### src/rtl/icache_ctrl.sv
// Fetch-side sequencer for a direct-mapped icache: lookup, single-beat refill over req/ack, core response.
// Optional hit/miss performance counters are built when ICACHE_CTRL_PERF_EN is defined.
module icache_ctrl #(
  parameter int ADDR_SIZE = 32,
  parameter int LINE_SIZE = 32,
  parameter int CNT_WIDTH = 32
) (
  input  logic                 clk_i,
  input  logic                 rst_ni,
  input  logic                 fetch_req_i,
  input  logic [ADDR_SIZE-1:0] pc_i,
  input  logic                 flush_i,
  output logic [LINE_SIZE-1:0] inst_o,
  output logic                 inst_valid_o,
  output logic                 fetch_err_o,
  output logic                 stall_o,
  output logic [ADDR_SIZE-1:0] cache_pc_o,
  output logic                 cache_re_o,
  output logic                 cache_we_o,
  output logic [LINE_SIZE-1:0] cache_inst_o,
  input  logic [LINE_SIZE-1:0] cache_inst_i,
  input  logic                 cache_hit_i,
  output logic                 mem_req_o,
  output logic [ADDR_SIZE-1:0] mem_addr_o,
  input  logic                 mem_ack_i,
  input  logic [LINE_SIZE-1:0] mem_data_i,
  input  logic                 mem_err_i,
  output logic [CNT_WIDTH-1:0] hit_cnt_o,
  output logic [CNT_WIDTH-1:0] miss_cnt_o
);

  // Memory handshake: mem_req_o and mem_addr_o stay stable from assertion until the
  // cycle mem_ack_i is sampled high; mem_ack_i is ignored whenever mem_req_o is low.
  typedef enum logic [1:0] {
    IDLE   = 2'd0,
    LOOKUP = 2'd1,
    REFILL = 2'd2,
    DRAIN  = 2'd3
  } state_e;

  state_e               state_q, state_d;
  logic [ADDR_SIZE-1:0] pc_q, pc_d;
  logic [ADDR_SIZE-1:0] line_addr;

  assign line_addr = {pc_q[ADDR_SIZE-1:2], 2'b00};
  assign stall_o   = (state_q != IDLE);

  always_ff @(posedge clk_i or negedge rst_ni) begin
    if (!rst_ni) begin
      state_q <= IDLE;
      pc_q    <= '0;
    end else begin
      state_q <= state_d;
      pc_q    <= pc_d;
    end
  end

  always_comb begin
    state_d      = state_q;
    pc_d         = pc_q;
    cache_pc_o   = pc_q;
    cache_re_o   = 1'b0;
    cache_we_o   = 1'b0;
    cache_inst_o = '0;
    inst_o       = '0;
    inst_valid_o = 1'b0;
    fetch_err_o  = 1'b0;
    mem_req_o    = 1'b0;
    mem_addr_o   = '0;
    case (state_q)
      IDLE: begin
        cache_pc_o = pc_i;
        cache_re_o = fetch_req_i;
        if (fetch_req_i) begin
          pc_d    = pc_i;
          state_d = LOOKUP;
        end
      end
      LOOKUP: begin
        cache_re_o = 1'b1;
        if (flush_i) begin
          state_d = IDLE;
        end else if (cache_hit_i) begin
          inst_o       = cache_inst_i;
          inst_valid_o = 1'b1;
          state_d      = IDLE;
        end else begin
          state_d = REFILL;
        end
      end
      REFILL: begin
        mem_req_o  = 1'b1;
        mem_addr_o = line_addr;
        if (mem_ack_i) begin
          // A flush racing the ack still fills the line, it only drops the core response.
          if (!mem_err_i) begin
            cache_we_o   = 1'b1;
            cache_inst_o = mem_data_i;
          end
          if (!flush_i) begin
            inst_valid_o = 1'b1;
            fetch_err_o  = mem_err_i;
            inst_o       = mem_err_i ? '0 : mem_data_i;
          end
          state_d = IDLE;
        end else if (flush_i) begin
          state_d = DRAIN;
        end
      end
      DRAIN: begin
        // Request must complete before the bus is released; no core response.
        mem_req_o  = 1'b1;
        mem_addr_o = line_addr;
        if (mem_ack_i) begin
          if (!mem_err_i) begin
            cache_we_o   = 1'b1;
            cache_inst_o = mem_data_i;
          end
          state_d = IDLE;
        end
      end
      default: state_d = IDLE;
    endcase
  end

`ifdef ICACHE_CTRL_PERF_EN
  logic                 hit_ev, miss_ev;
  logic [CNT_WIDTH-1:0] hit_cnt_q, miss_cnt_q;

  assign hit_ev  = (state_q == LOOKUP) && !flush_i && cache_hit_i;
  assign miss_ev = (state_q == LOOKUP) && !flush_i && !cache_hit_i;

  always_ff @(posedge clk_i or negedge rst_ni) begin
    if (!rst_ni) begin
      hit_cnt_q  <= '0;
      miss_cnt_q <= '0;
    end else begin
      if (hit_ev && (hit_cnt_q != '1)) hit_cnt_q <= hit_cnt_q + CNT_WIDTH'(1);
      if (miss_ev && (miss_cnt_q != '1)) miss_cnt_q <= miss_cnt_q + CNT_WIDTH'(1);
    end
  end

  assign hit_cnt_o  = hit_cnt_q;
  assign miss_cnt_o = miss_cnt_q;
`else
  assign hit_cnt_o  = '0;
  assign miss_cnt_o = '0;
`endif

endmodule

### config.mk
export PLATFORM = sky130hd
export DESIGN_NAME = icache_ctrl
export DESIGN_NICKNAME = d
export VERILOG_FILES = /design/src/rtl/icache_ctrl.sv
export SDC_FILE = /design/constraint.sdc
export NUM_CORES = 1
export LEC_CHECK = 0
export ABC_AREA = 1
export CAP_MARGIN = 20
export CORE_ASPECT_RATIO = 1.4
export CORE_MARGIN = 5
export CORE_UTILIZATION = 25
export DETAILED_ROUTE_END_ITERATION = 7
export PLACE_DENSITY = 0.66
export SETUP_SLACK_MARGIN = 0.02
export SLEW_MARGIN = 30
export SYNTH_ARGS = -nofsm -noshare
export SYNTH_HDL_FRONTEND = slang
export SYNTH_SLANG_ARGS = --single-unit
### constraint.sdc
create_clock -name clk_i -period 3.1 [get_ports clk_i]
set_clock_uncertainty 0.05 [all_clocks]
set_input_delay 0.31 -clock clk_i [delete_from_list [all_inputs] [get_ports clk_i]]
set_output_delay 0.31 -clock clk_i [all_outputs]
set_load 0.005 [all_outputs]
==> impl_metrics.json, run 1 <==
{
  "run_status": "finished clean",
  "crit_path_top_delay_cell": "sky130_fd_sc_hd__clkdlybuf4s50_1",
  "rows": 50,
  "p_leak_uw": 0.002546,
  "detail_route.drc_violations": 0,
  "htree_levels": 2,
  "crit_family": "simple AND/OR/NAND/NOR gates",
  "peakVddDrop_v": 0.0005311,
  "rr_endpoint": "pc_q[19]$_DFFE_PN0P_",
  "cell_internal_pwr_uw": 2137,
  "tritoncts": "done",
  "r2r_setup_slack_ns": 1.10,
  "yosys.area.top_type_share_pct": 24.84,
  "antenna_cells_inserted": 0,
  "die_height_um": 148.5,
  "crit_top_cell": "sky130_fd_sc_hd__nor2_1",
  "postRouteWirelength_mm": 13.03,
  "crit_end": "cache_inst_o[18]",
  "post_synth_instance_area_mm2": 0.003426,
  "cts_hold_buffers": 0,
  "dp_hpwl_mm": 9.893,
  "path_cells": "inv_1 -> ha_1 -> nor2_2 -> nor2_1 -> nand2_2 -> nor2_1 -> clkdlybuf4s50_1",
  "p_switching_uw": 1492,
  "area.growth.synth_to_final_pct": 67.97,
  "final.fill_count": 1416,
  "num-nets-final": 850,
  "use_met3_pct": 5.211,
  "cellPowerDensity_mw_per_mm2": 630.8,
  "worstSetupEndpointType": "primary output",
  "finalHoldViolCount": 0,
  "grt_most_used_layer": "met2",
  "drtIter0Drc": 152,
  "post_cts.resized_instances": 0,
  "seq_power_share_pct": 19.6,
  "grt_pass1_wl_mm": 19.15,
  "boundaryPins": 301,
  "worst_skew_pair.late_latency_ns": 0.27,
  "globalRouteTotalUtil_pct": 14.74,
  "relSlewSlack_pct": 46.72,
  "critPathMaxFanout": 33,
  "holdWs_ns": 0.06718,
  "synth_common_cells": "sky130_fd_sc_hd__nor2_1, sky130_fd_sc_hd__inv_1, sky130_fd_sc_hd__buf_4",
  "final_cells": 925,
  "reg2reg_path_depth": 6,
  "floorplan.die.width_um": 108.9,
  "hold_class": "input pin to asynchronous set/reset pin",
  "ys_async_sr_fraction_pct": 100.0,
  "maxClockFrequency_mhz": 361.0,
  "antenna_violations_before_repair": 0,
  "setup_viol": 0,
  "critical_path_required_ns": 2.74,
  "placed_cells": 917,
  "number_of_global_route_vias_before_repair": 3749,
  "die-area_mm2": 0.01618,
  "clk_transition_reported_paths_ns": 0.05,
  "clock_sinks": 34,
  "final.setup.tns_ns": 0,
  "core_mm2": 0.01339,
  "maximum_number_of_pins_on_one_net_before_global_route_repair": 65,
  "synth_area_per_cell_um2": 6.415,
  "synthDominantAreaCellType": "sky130_fd_sc_hd__dfrtp_1",
  "ys.warnings.count": 0,
  "port_buffers": 234,
  "clock_tree.root_cell": "sky130_fd_sc_hd__clkbuf_16",
  "stages_on_worst_setup_path": 7,
  "rsz0062_at_grt": "false",
  "post_synth_num_cell_types": 21,
  "postCtsSetupRepairBufs": 0,
  "drtPass1Iterations": 4,
  "synth.ff_latch_count": 34,
  "synthCells": 534,
  "yosysSeqAreaShare_pct": 24.84,
  "worst-slew-pin-transition_ns": 0.7992,
  "post_synth_main_area_contributors": "sky130_fd_sc_hd__dfrtp_1, sky130_fd_sc_hd__buf_4, sky130_fd_sc_hd__nor2_1, sky130_fd_sc_hd__a21oi_1, sky130_fd_sc_hd__inv_1",
  "grt_use_met2_pct": 25.95,
  "power.combinational.fraction_pct": 66.8,
  "critical_path.reg2reg.startpoint": "state_q[0]$_DFFE_PN0P_",
  "maxCapViolCount": 0,
  "starting_density_of_the_core_pct": 25.59,
  "globalRouteMet1Util_pct": 16.51,
  "worstPathArrival_ns": 2.41,
  "route.antenna.remaining_nets": 0,
  "cts_made_buffers": 5,
  "synth_enable_flop_cells": 0,
  "dominant_cell_by_count_in_the_synthesized_netlist": "sky130_fd_sc_hd__nor2_1",
  "min_period_ns": 2.770,
  "clock_power_share_pct": 13.6,
  "slowest_delay_ns": 0.53,
  "ys.flop_type": "sky130_fd_sc_hd__dfrtp_1",
  "total_power_uw": 3630,
  "crit_path_start_kind": "register",
  "grt_overflow_total": 0,
  "drt-vias-per-instance": 4.288,
  "timing.critical_path.from": "state_q[0]$_DFFE_PN0P_",
  "share_of_post_route_cells_with_drive_strength_above_1_pct": 5.787,
  "switching_share_pct": 41.12,
  "gpl.final_weighted_congestion": 0.7759,
  "routed-via-count": 3966,
  "worst-path-buf-inv": 2,
  "clock_tree.buffer_depth": 2,
  "report.final.slew_viol_count": 0,
  "routed_wire_length_per_instance_um": 14.08,
  "path_class": "register to primary output",
  "final.period_utilization_pct": 89.36
}
-- kinds of logic after synthesis --
logic type / share of synthesized area, %
and+or+nand+nor: 28.31
buffers and inverters: 29.33
AOI/OAI and AO/OA: 15.60
DFF: 24.84
adders and majority gates: 1.826
other: 0.1095
-- flip-flops by register name, summed over array words and instances, names as in the netlist --
name,flops
pc_q,32
state_q,2
-- area by class of cell --
| type | count | area [µm²] | area share, % |
|---|---|---|---|
| multi-input combinational | 382 | 1822 | 31.66 |
| sequential | 34 | 850.8 | 14.79 |
| clock inverter | 2 | 13.76 | 0.2392 |
| tap | 182 | 227.7 | 3.957 |
| timing repair buffer | 242 | 2422 | 42.10 |
| clock buffer | 6 | 128.9 | 2.240 |
| inverter | 77 | 289.0 | 5.023 |
-- worst min-delay path by stage --
stage | startpoint | to | cells after the start
after floorplan | rst_ni | pc_q[0]$_DFFE_PN0P_ | 0
after CTS | rst_ni | pc_q[23]$_DFFE_PN0P_ | 1
final | rst_ni | pc_q[15]$_DFFE_PN0P_ | 1
after global placement | rst_ni | pc_q[15]$_DFFE_PN0P_ | 1
after detailed placement | rst_ni | pc_q[12]$_DFFE_PN0P_ | 1
after global routing | rst_ni | pc_q[15]$_DFFE_PN0P_ | 1
-- power by group through the flow --
stage	Clock [µW]	Sequential (µW)	Combinational, µW
floorplan	0	706	1180
global placement	0	717	2460
detailed placement	0	722	2460
CTS	510	713	2480
global route	525	733	2700
finish	492	713	2430
-- cell usage in the layout (no fill, tap or decap), drive strengths merged, types with 5 or more instances in the layout --
master         Yosys  final
conb               1     66
buf               91      9
dfrtp             34     34
clkdlybuf4s50      0    233
a21oi             64     64
clkbuf            15      6
nand2             47     47
nor2              98     98
nand3             34     34
inv               77     77
nand4             32     32
ha                 5      5
o21ai             36     36
-- metal layers --
layer	wire, µm	share of wire (%)
met1	4844	37
met2	6302	48
met3	1654	13
met4	225	1.7
met5	0	0
-- per-stage QoR --
step / util (%) / area (µm²) / setup slack (ns)
finish: 42.98 / 5754 / 0.3298
global route: 42.98 / 5754 / 0.09444
CTS: 42.98 / 5754 / 0.3144
detailed placement: 41.92 / 5612 / 0.4737
global placement: 41.92 / 5612 / 0.4753
floorplan: - / 3670 / 1.368
No activity file was read; power rests on OpenSTA's default activity.
==> run 2: changes to the inputs <==
--- a/config.mk
+++ b/config.mk
@@ -6,7 +6,6 @@
 export NUM_CORES = 1
 export LEC_CHECK = 0
 export ABC_AREA = 1
-export CAP_MARGIN = 20
 export CORE_ASPECT_RATIO = 1.4
 export CORE_MARGIN = 5
 export CORE_UTILIZATION = 25
==> results of run 2 <==
Final layout, timing and power as in run 1 (identical DEF).
